$ cat config.mk
export PLATFORM = sky130hd
export DESIGN_NAME = arb_rr_nch
export DESIGN_NICKNAME = d
export VERILOG_FILES = /design/src/rtl/arb_rr_nch.sv
export SDC_FILE = /design/constraint.sdc
export NUM_CORES = 1
export LEC_CHECK = 0
export CORE_MARGIN = 2
export CORE_UTILIZATION = 36
export DETAILED_ROUTE_END_ITERATION = 8
export PLACE_DENSITY = 0.92
export SETUP_SLACK_MARGIN = 0.3
export SLEW_MARGIN = 20
export SYNTH_ARGS = -nofsm -noshare
export SYNTH_HDL_FRONTEND = slang
export SYNTH_SLANG_ARGS = --single-unit
$ cat constraint.sdc
create_clock -name clk -period 2.5 [get_ports clk]
set_input_delay 0.5 -clock clk [delete_from_list [all_inputs] [get_ports clk]]
set_output_delay 0.5 -clock clk [all_outputs]
set_load 0.01 [all_outputs]
$ cat src/rtl/arb_rr_nch.sv
// N-channel round-robin arbiter: grants one slave stream for a whole transaction and
// forwards its beats through a registered master-side stage.
module arb_rr_nch #(
    parameter int NUM_SLV   = 4,
    parameter int DW        = 32,
    parameter int MODE_W    = 2,
    parameter int PROC_W    = 8,
    parameter int MAX_BURST = 16,
    parameter int SEL_W     = $clog2(NUM_SLV)
) (
    input  logic                      clk,
    input  logic                      rst,
    input  logic [NUM_SLV*MODE_W-1:0] slv_mode,
    input  logic [NUM_SLV-1:0]        slv_data_valid,
    input  logic [NUM_SLV*PROC_W-1:0] slv_proc_valid,
    input  logic [NUM_SLV*DW-1:0]     slv_data,
    output logic [NUM_SLV-1:0]        slv_ready,
    input  logic                      fifo_full,
    input  logic                      mstr0_cmplt,
    output logic [MODE_W-1:0]         slvx_mode,
    output logic                      slvx_data_valid,
    output logic [PROC_W-1:0]         slvx_proc_val,
    output logic [DW-1:0]             slvx_data,
    output logic [SEL_W-1:0]          data_source,
    output logic                      busy
);

    localparam int CNT_W = (MAX_BURST > 0) ? $clog2(MAX_BURST + 1) : 1;

    localparam logic [0:0] StIdle = 1'b0;
    localparam logic [0:0] StXfer = 1'b1;

    logic [0:0]        state_q, state_d;
    logic [SEL_W-1:0]  rr_q, rr_d;
    logic [SEL_W-1:0]  grant_q, grant_d;
    logic [CNT_W-1:0]  cnt_q, cnt_d;
    logic [MODE_W-1:0] mode_q, mode_d;
    logic              busy_q, busy_d;
    logic              out_valid_q, out_valid_d;
    logic [PROC_W-1:0] out_proc_q, out_proc_d;
    logic [DW-1:0]     out_data_q, out_data_d;

    logic [DW-1:0]     data_arr [NUM_SLV];
    logic [PROC_W-1:0] proc_arr [NUM_SLV];
    logic [MODE_W-1:0] mode_arr [NUM_SLV];

    for (genvar i = 0; i < NUM_SLV; i++) begin : g_unpack
        assign data_arr[i] = slv_data[i*DW +: DW];
        assign proc_arr[i] = slv_proc_valid[i*PROC_W +: PROC_W];
        assign mode_arr[i] = slv_mode[i*MODE_W +: MODE_W];
    end

    // First requester at or above the rr pointer, wrapping.
    logic             win_found;
    logic [SEL_W-1:0] win_idx;
    int               idx;

    always_comb begin
        win_found = 1'b0;
        win_idx   = '0;
        idx       = 0;
        for (int k = 0; k < NUM_SLV; k++) begin
            idx = int'(rr_q) + k;
            if (idx >= NUM_SLV) begin
                idx = idx - NUM_SLV;
            end
            if (!win_found && slv_data_valid[idx]) begin
                win_found = 1'b1;
                win_idx   = SEL_W'(idx);
            end
        end
    end

    logic             xfer;
    logic             beat;
    logic             cap_hit;
    logic             release_grant;
    logic [CNT_W-1:0] cnt_inc;
    logic [SEL_W-1:0] rr_next;

    always_comb begin
        xfer          = (state_q == StXfer);
        beat          = xfer && slv_data_valid[grant_q] && !fifo_full;
        cnt_inc       = cnt_q + CNT_W'(1);
        cap_hit       = (MAX_BURST != 0) && beat && (cnt_inc == CNT_W'(MAX_BURST));
        release_grant = xfer && (mstr0_cmplt || cap_hit);
        rr_next       = (grant_q == SEL_W'(NUM_SLV - 1)) ? '0 : grant_q + SEL_W'(1);
    end

    always_comb begin
        slv_ready = '0;
        if (xfer && !rst) begin
            slv_ready[grant_q] = ~fifo_full;
        end
    end

    always_comb begin
        state_d     = state_q;
        rr_d        = rr_q;
        grant_d     = grant_q;
        cnt_d       = cnt_q;
        mode_d      = mode_q;
        busy_d      = busy_q;
        out_valid_d = beat;
        out_proc_d  = out_proc_q;
        out_data_d  = out_data_q;

        if (beat) begin
            out_data_d = data_arr[grant_q];
            out_proc_d = proc_arr[grant_q];
            if (MAX_BURST != 0 && cnt_q != CNT_W'(MAX_BURST)) begin
                cnt_d = cnt_inc;
            end
        end

        if (state_q == StIdle) begin
            if (win_found) begin
                grant_d = win_idx;
                mode_d  = mode_arr[win_idx];
                busy_d  = 1'b1;
                state_d = StXfer;
            end
        end else if (release_grant) begin
            state_d = StIdle;
            busy_d  = 1'b0;
            rr_d    = rr_next;
            cnt_d   = '0;
        end
    end

    always_ff @(posedge clk or posedge rst) begin
        if (rst) begin
            state_q     <= StIdle;
            rr_q        <= '0;
            grant_q     <= '0;
            cnt_q       <= '0;
            mode_q      <= '0;
            busy_q      <= 1'b0;
            out_valid_q <= 1'b0;
            out_proc_q  <= '0;
            out_data_q  <= '0;
        end else begin
            state_q     <= state_d;
            rr_q        <= rr_d;
            grant_q     <= grant_d;
            cnt_q       <= cnt_d;
            mode_q      <= mode_d;
            busy_q      <= busy_d;
            out_valid_q <= out_valid_d;
            out_proc_q  <= out_proc_d;
            out_data_q  <= out_data_d;
        end
    end

    assign slvx_mode       = mode_q;
    assign slvx_data_valid = out_valid_q;
    assign slvx_proc_val   = out_proc_q;
    assign slvx_data       = out_data_q;
    assign data_source     = grant_q;
    assign busy            = busy_q;

endmodule
==> results of run 1 <==
stage by stage:
| step | std cells | setup WS [ns] | area [sq um] | power (mW) | utilization, % |
|---|---|---|---|---|---|
| after global placement | 565 | 0.0970 | 5800 | 4.51 | 63.0 |
| after global routing | 575 | 0.300 | 5930 | 5.41 | 64.5 |
| after CTS | 573 | 0.309 | 5890 | 5.15 | 64.1 |
| final | 575 | 0.309 | 5930 | 5.09 | 64.5 |
| after floorplan | 234 | 0.487 | 3390 | 3.20 | - |
| after detailed placement | 565 | 0.0228 | 5800 | 4.63 | 63.0 |
sequential cells by signal, indices dropped and copies added, names as in the netlist:
name             cells
slvx_data           32
slvx_proc_val        8
cnt_q                5
data_source          2
rr_q                 2
slvx_mode            2
busy                 1
slvx_data_valid      1
state_q              1
area by class of cell:
type / count / area [sq um]
clock buffers: 7 / 86.3
clock inverters: 1 / 5.00
fillers: 721 / 3270
inverters: 12 / 47.5
multi-input cells: 153 / 1920
flip-flops and latches: 54 / 1350
well taps: 111 / 139
repair buffers: 237 / 2380
metal layers:
metal | GRT usage (%) | vias up
met5 | 0 | -
met4 | 5.93 | 0
met3 | 5.96 | 16
met2 | 38.9 | 184
met1 | 23.6 | 1497
li1 | - | 1364
final timing paths:
check / from / to / slack [ns] / cells after the start
worst max-delay path: slv_data_valid[0] / rr_q[0]$_DFFE_PP0P_ / 0.31 / 8
worst min-delay path: slvx_data[20]$_DFFE_PP0N_ / slvx_data[20]$_DFFE_PP0N_ / 0.51 / 1
worst max register to register: cnt_q[0]$_DFF_PP0_ / rr_q[0]$_DFFE_PP0P_ / 0.48 / 7
worst min register to register: slvx_data[20]$_DFFE_PP0N_ / slvx_data[20]$_DFFE_PP0N_ / 0.51 / 1
max in group asynchronous: rst / slvx_proc_val[4]$_DFFE_PP0N_ / 1.30 / 3
min in group asynchronous: rst / rr_q[0]$_DFFE_PP0P_ / 0.64 / 2
placed cells by master (no fill, tap or decap), types with 5 or more instances in the layout:
master,synthesis,routed
sky130_fd_sc_hd__clkdlybuf4s50_1,0,221
sky130_fd_sc_hd__dfrtp_1,54,52
sky130_fd_sc_hd__mux4_2,41,41
sky130_fd_sc_hd__mux2_2,40,40
sky130_fd_sc_hd__inv_1,11,10
sky130_fd_sc_hd__nand2_1,9,9
sky130_fd_sc_hd__nor2_1,7,7
sky130_fd_sc_hd__ha_1,7,7
sky130_fd_sc_hd__buf_4,0,7
sky130_fd_sc_hd__clkbuf_8,0,6
sky130_fd_sc_hd__xnor2_1,5,5
sky130_fd_sc_hd__a21oi_1,5,5
sky130_fd_sc_hd__and2_1,5,5
cells by family (layout without fill, tap and decap cells):
logic type	count (synthesis)	in the layout	synth area share (%)
AO/OA/AOI/OAI	25	25	5.73
multiplexers	83	83	41.4
AND/OR/NAND/NOR	33	33	5.50
buffers and inverters	27	257	3.55
adder cells (fa/ha/maj)	7	7	2.59
flip-flops	54	54	39.9
XOR/XNOR	5	5	1.29
timing repair:
| item | in CTS | in global routing |
|---|---|---|
| buffers inserted | 0 | 2 |
| endpoints found under the setup margin | 5 | 5 |
| pin swaps | 1 | 1 |
| gates resized for setup | 6 | 3 |
where the power goes:
group	internal [mW]	leakage [nW]	switching, mW
clock network	0.224	0.0482	0.268
logic	1.90	1.60	1.15
registers	1.28	0.647	0.265
==> impl_results.rst, run 1 <==
.. list-table::
   :header-rows: 1

   * - Metric
     - Value
   * - Clock edge transition at the registers on the reported setup and hold paths
     - 0.09 ns
   * - Min cycle time layout
     - 2.19 ns
   * - X dimension of the die
     - 101 microns
   * - Largest net degree at the start of global routing
     - 29
   * - Number of instances in the synthesized netlist
     - 234
   * - Number of placed I/O pins
     - 226
   * - Portion of the post-synthesis area used by sequential elements
     - 39.9%
   * - # port buffers
     - 225
   * - Overall routing resource usage
     - 21.1%
   * - First-pass detailed-route iteration total
     - 4
   * - Required time at the worst-slack endpoint
     - 2.69 ns
   * - Critical path's largest stage delay
     - 0.51 ns
   * - Height of the chip
     - 101 microns
   * - Final GP Congestion
     - 0.775
   * - Worst hold-check path type
     - register to register
   * - Maximum clock rate
     - 456 MHz
   * - Count of distinct cell types in the synthesized netlist
     - 35
   * - Critical path peak fanout
     - 8
   * - Worst EP arrival
     - 2.38 ns
   * - Most frequent cell after synthesis
     - sky130_fd_sc_hd__dfrtp_1
   * - CTS tree
     - built
   * - Initial antenna violation count
     - 0
   * - Count of flip-flops with a built-in enable after synthesis
     - 0
   * - Outcome
     - completed
   * - Setup Skew
     - 0.00304 ns
   * - Maximum root-to-sink buffer count
     - 2
   * - Min Hold Slack
     - 0.515 ns
   * - Number of warnings printed during yosys synthesis
     - 0
   * - Measured slew at the worst slew-check pin
     - 0.601 ns
   * - Mean area per synthesized cell
     - 14.5 sq um
   * - Pwr/cell area
     - 858 nW/um^2
   * - Detailed-route wire length on metal 1
     - 3930 microns
   * - Global-route wire length before repair
     - 16600 microns
   * - Worst setup path category
     - input port to register
   * - Number of buffers created by CTS
     - 5
   * - Cell area after synthesis
     - 3390 sq um
   * - Detailed route wirelength on metal3
     - 1140 microns
   * - Hold-fix buffers, CTS
     - 0
   * - Unrepaired setup endpoints after global routing
     - no
   * - Synth cell count leaders
     - sky130_fd_sc_hd__dfrtp_1, sky130_fd_sc_hd__mux4_2, sky130_fd_sc_hd__mux2_2
   * - Starting Density
     - 36.8%
   * - Family of cells with the greatest summed delay on the critical path
     - multiplexers
   * - Worst vdd ir
     - 0.000450 V
   * - Top post-synthesis cells by area
     - sky130_fd_sc_hd__dfrtp_1, sky130_fd_sc_hd__mux4_2, sky130_fd_sc_hd__mux2_2
   * - Number of nets at the end of the flow
     - 646
   * - Root buffer cell
     - sky130_fd_sc_hd__clkbuf_8
   * - Share of cells above drive strength 1
     - 24.1%
   * - Post-detailed-routing wire length
     - 11000 microns
   * - FP Rows
     - 35
   * - Number of vias after detailed routing
     - 3061
   * - Remaining antenna violation count
     - 0
   * - Htree depth
     - 2
   * - Total negative slack
     - 0 ns
   * - Cell-by-cell listing of the critical path
     - clkdlybuf4s50_1 -> mux4_2 -> nand3b_4 -> inv_4 -> a31oi_4 -> nor3_4 -> buf_12 -> mux2_4
   * - Startpoint types
     - input port
   * - N_diodes
     - 0
   * - Leading area contributor after synthesis
     - sky130_fd_sc_hd__dfrtp_1
   * - HPWL after detailed placement
     - 9010 microns
   * - Ratio of routed vias to standard cells
     - 5.32
   * - Worst-case headroom to the max-slew limit
     - 59.9%
   * - Ys async rst share
     - 100%
   * - Worst setup EP type
     - register
   * - Routed wirelength normalized by instance count
     - 19.1 microns
   * - Top cell type's share of synthesized area
     - 39.9%
   * - Clock latency on the worst-skew pair
     - 0.30 ns
   * - Growth of design area from synthesis to finish
     - 75.1%
   * - Total met2 wirelength after detailed routing
     - 5700 microns
   * - Final global-route overflow total
     - 0
   * - Number of maximum-capacitance violations
     - 0
   * - Number of failing hold endpoints at the final stage
     - 0
   * - TritonCTS Sinks
     - 54
   * - Die Area
     - 10200 sq um
   * - Total nets after synthesis
     - 417
   * - Number of max-slew violations in the final report
     - 0
   * - Master of the slowest instance on the critical path
     - sky130_fd_sc_hd__mux4_2
   * - Number of global-route vias before repair
     - 3298
   * - Top routing layer used
     - met4
   * - Area of the placeable core
     - 9200 sq um
   * - Iteration-0 DRC count of the detailed router
     - 110
   * - Count of final setup violators
     - 0
   * - DRC viols
     - 0
   * - #FFs+latches synth
     - 54
   * - Part of the cycle the worst path needs
     - 87.6%
   * - Buf+Inv Stages, Crit Path
     - 3
   * - Top flip-flop cell by instance count after synthesis
     - sky130_fd_sc_hd__dfrtp_1
   * - Lkg Pwr
     - 2.29 nW
(Power assumes the default switching activity.)
==> run 2: changes to the inputs <==
CELL_PAD_IN_SITES_DETAIL_PLACEMENT = 1   (was not set)
CELL_PAD_IN_SITES_GLOBAL_PLACEMENT = 2   (was not set)
CORE_UTILIZATION = 21   (was 36)
PLACE_DENSITY = 0.9   (was 0.92)
==> impl_results.rst, run 2 (synthesis gave the netlist of run 1 again) <==
.. list-table::
   :header-rows: 1

   * - Metric
     - Value
   * - Outcome
     - completed
   * - Global-route track usage on met2
     - 25.9%
   * - Combinational cell fraction of total power
     - 57.8%
   * - Root buffer cell
     - sky130_fd_sc_hd__clkbuf_16
   * - Family of cells with the greatest summed delay on the critical path
     - buffers and inverters
   * - WP depth
     - 7
   * - Commonest cells after routing, fill and taps aside
     - sky130_fd_sc_hd__clkdlybuf4s50_1, sky130_fd_sc_hd__dfrtp_1, sky130_fd_sc_hd__mux4_2, sky130_fd_sc_hd__mux2_2, sky130_fd_sc_hd__buf_4
   * - NetSw
     - 1.76 mW
   * - Worst vdd ir
     - 0.000360 V
   * - PnR worst setup slack
     - 0.357 ns
   * - Number of nets at the end of the flow
     - 649
   * - HPWL after detailed placement
     - 10200 microns
   * - Number of cells on the worst reg-to-reg path
     - 6
   * - Maximum clock rate
     - 467 MHz
   * - Met1 track demand over resource
     - 14.7%
   * - Area of the placeable core
     - 15800 sq um
   * - Worst-case headroom to the max-slew limit
     - 62.3%
   * - Startpoint types
     - input port
   * - Post-route core utilization
     - 38.8%
   * - Pwr/cell area
     - 870 nW/um^2
   * - Critical path peak fanout
     - 6
   * - Ratio of routed vias to standard cells
     - 4.44
   * - Post-detailed-routing wire length
     - 12400 microns
   * - Unrepaired setup endpoints after global routing
     - yes
   * - X dimension of the die
     - 131 microns
   * - Die Area
     - 17200 sq um
   * - Number of maximum-capacitance violations
     - 0
   * - Worst hold-check path type
     - input port to async pin
   * - Worst setup EP type
     - register
   * - FF-to-FF Start
     - cnt_q[0]$_DFF_PP0_
   * - Required time at the worst-slack endpoint
     - 2.68 ns
   * - Worst setup slack after placement
     - -0.0161 ns
   * - Clock latency on the worst-skew pair
     - 0.29 ns
   * - Number of placed I/O pins
     - 226
   * - CTS tree
     - built
   * - Part of the cycle the worst path needs
     - 85.7%
   * - Initial antenna violation count
     - 0
   * - Global-route wire length before repair
     - 17900 microns
   * - N_diodes
     - 0
   * - Flip-flop count of the largest register, all copies and words added
     - 32
   * - Final GP Congestion
     - 0.807
   * - Global routing usage on met3
     - 4.32%
   * - Count of final setup violators
     - 0
   * - Number of vias after detailed routing
     - 3031
   * - Reg2reg end
     - rr_q[1]$_DFFE_PP0P_
   * - # port buffers
     - 225
   * - Leading cell type in the layout, fill and taps excluded
     - sky130_fd_sc_hd__clkdlybuf4s50_1
   * - Number of max-slew violations in the final report
     - 0
   * - First-pass detailed-route iteration total
     - 4
   * - Internal reg-to-reg setup slack
     - 0.46 ns
   * - Critical path's largest stage delay
     - 0.54 ns
   * - Maximum root-to-sink buffer count
     - 2
   * - Setup Skew
     - 0.00706 ns
   * - Timing endpoint of the critical path
     - rr_q[1]$_DFFE_PP0P_
   * - Switch share
     - 32.9%
   * - Iteration-0 DRC count of the detailed router
     - 51
   * - TritonCTS Sinks
     - 54
   * - Measured slew at the worst slew-check pin
     - 0.562 ns
   * - Routed wirelength normalized by instance count
     - 18.2 microns
   * - Overall power
     - 5.34 mW
   * - Clock edge transition at the registers on the reported setup and hold paths
     - 0.07 ns
   * - FP Rows
     - 46
   * - Min cycle time layout
     - 2.14 ns
   * - Remaining antenna violation count
     - 0
   * - Share of cells above drive strength 1
     - 24.8%
   * - Worst EP arrival
     - 2.33 ns
   * - Height of the chip
     - 131 microns
   * - Final global-route overflow total
     - 0
   * - Master of the slowest instance on the critical path
     - sky130_fd_sc_hd__clkdlybuf4s50_1
   * - Lkg Pwr
     - 2.35 nW
   * - Crit path from
     - slv_data_valid[0]
   * - Worst setup path category
     - input port to register
   * - Reg power frac
     - 28.9%
   * - Starting Density
     - 21.4%
   * - Number of global-route vias before repair
     - 3458
   * - Relative contribution of the clock network to total power
     - 13.3%
   * - Buf+Inv Stages, Crit Path
     - 2
   * - Number of failing hold endpoints at the final stage
     - 0
   * - DRC viols
     - 0
   * - Overall routing resource usage
     - 13.6%
   * - Number of buffers created by CTS
     - 5
   * - Htree depth
     - 2
   * - Global-route layer with the greatest usage
     - met2
   * - Growth of design area from synthesis to finish
     - 81.3%
   * - Power Internal
     - 3.58 mW
   * - Largest net degree at the start of global routing
     - 55
   * - Cell-by-cell listing of the critical path
     - clkdlybuf4s50_1 -> mux4_2 -> nand3b_4 -> inv_4 -> a31oi_4 -> nor3_4 -> mux2_4
-- run 2: changes by cell type in the layout (fill, tap and decap cells not counted), moves of 2 or more --
cell / previous run / this run
sky130_fd_sc_hd__clkbuf_16: 0 / 5
sky130_fd_sc_hd__buf_4: 7 / 11
sky130_fd_sc_hd__clkbuf_8: 6 / 1
sky130_fd_sc_hd__dlymetal6s2s_1: 0 / 2
sky130_fd_sc_hd__clkdlybuf4s50_1: 221 / 219
-- run 2: cell type report --
| type | count | area (sq um) |
|---|---|---|
| Clock buffer | 7 | 143 |
| Clock inverter | 1 | 5.00 |
| Multi-Input combinational cell | 153 | 1930 |
| Fill cell | 1703 | 9690 |
| Inverter | 12 | 47.5 |
| Timing Repair Buffer | 240 | 2390 |
| Tap cell | 216 | 270 |
| Sequential cell | 54 | 1360 |
-- run 2: power groups by stage --
stage	combinational, mW	sequential (mW)	clock (mW)
after floorplan	1.52	1.68	0
after global placement	3.05	1.55	0
after detailed placement	3.12	1.57	0
after CTS	3.14	1.56	0.748
after global routing	3.33	1.61	0.773
final	3.09	1.54	0.710
-- run 2: worst min path at each step --
stage,from,end
after floorplan,rr_q[0]$_DFFE_PP0P_,rr_q[0]$_DFFE_PP0P_
after global placement,slvx_mode[1]$_DFFE_PP0P_,slvx_mode[1]$_DFFE_PP0P_
after detailed placement,slvx_mode[0]$_DFFE_PP0P_,slvx_mode[0]$_DFFE_PP0P_
after CTS,slvx_data[15]$_DFFE_PP0N_,slvx_data[15]$_DFFE_PP0N_
after global routing,rst,slvx_mode[0]$_DFFE_PP0P_
final,rst,slvx_mode[0]$_DFFE_PP0P_
-- run 2: worst reg2reg max path, cell delays in order (launching register included) --
cell and delay, ns:
sky130_fd_sc_hd__dfrtp_1 0.45, sky130_fd_sc_hd__ha_1 0.25, sky130_fd_sc_hd__nand3_1 0.15, sky130_fd_sc_hd__xnor2_1 0.28, sky130_fd_sc_hd__a31oi_4 0.13, sky130_fd_sc_hd__nor3_4 0.34
sky130_fd_sc_hd__mux2_4 0.33
-- run 2: routing by layer --
metal / vias to the layer above / routed length [microns]
met4: 0 / 154
li1: 1365 / -
met1: 1495 / 4550
met2: 160 / 6380
met3: 11 / 1340
met5: - / 0
-- run 2: repair_timing --
action                     CTS  global route
pin swaps                    1             2
gates resized for setup      6             6
setup endpoints to repair    5            10
buffers inserted             2             3
hold buffers                 0             0
-- run 2: per-stage QoR --
stage / TNS, ns / area (sq um) / hold slack [ns] / cells
after detailed placement: -0.0210 / 5930 / 0.492 / 670
after global placement: 0 / 5930 / 0.480 / 670
final: 0 / 6140 / 0.316 / 683
after global routing: 0 / 6140 / 0.359 / 683
after CTS: 0 / 6100 / 0.512 / 680
after floorplan: 0 / 3390 / 0.505 / 234
==> run 3: changes to the inputs <==
CTS_CLUSTER_DIAMETER = 60   (was not set)
==> results of run 3 <==
No change in the layout: final DEF, timing and power equal those of run 2.
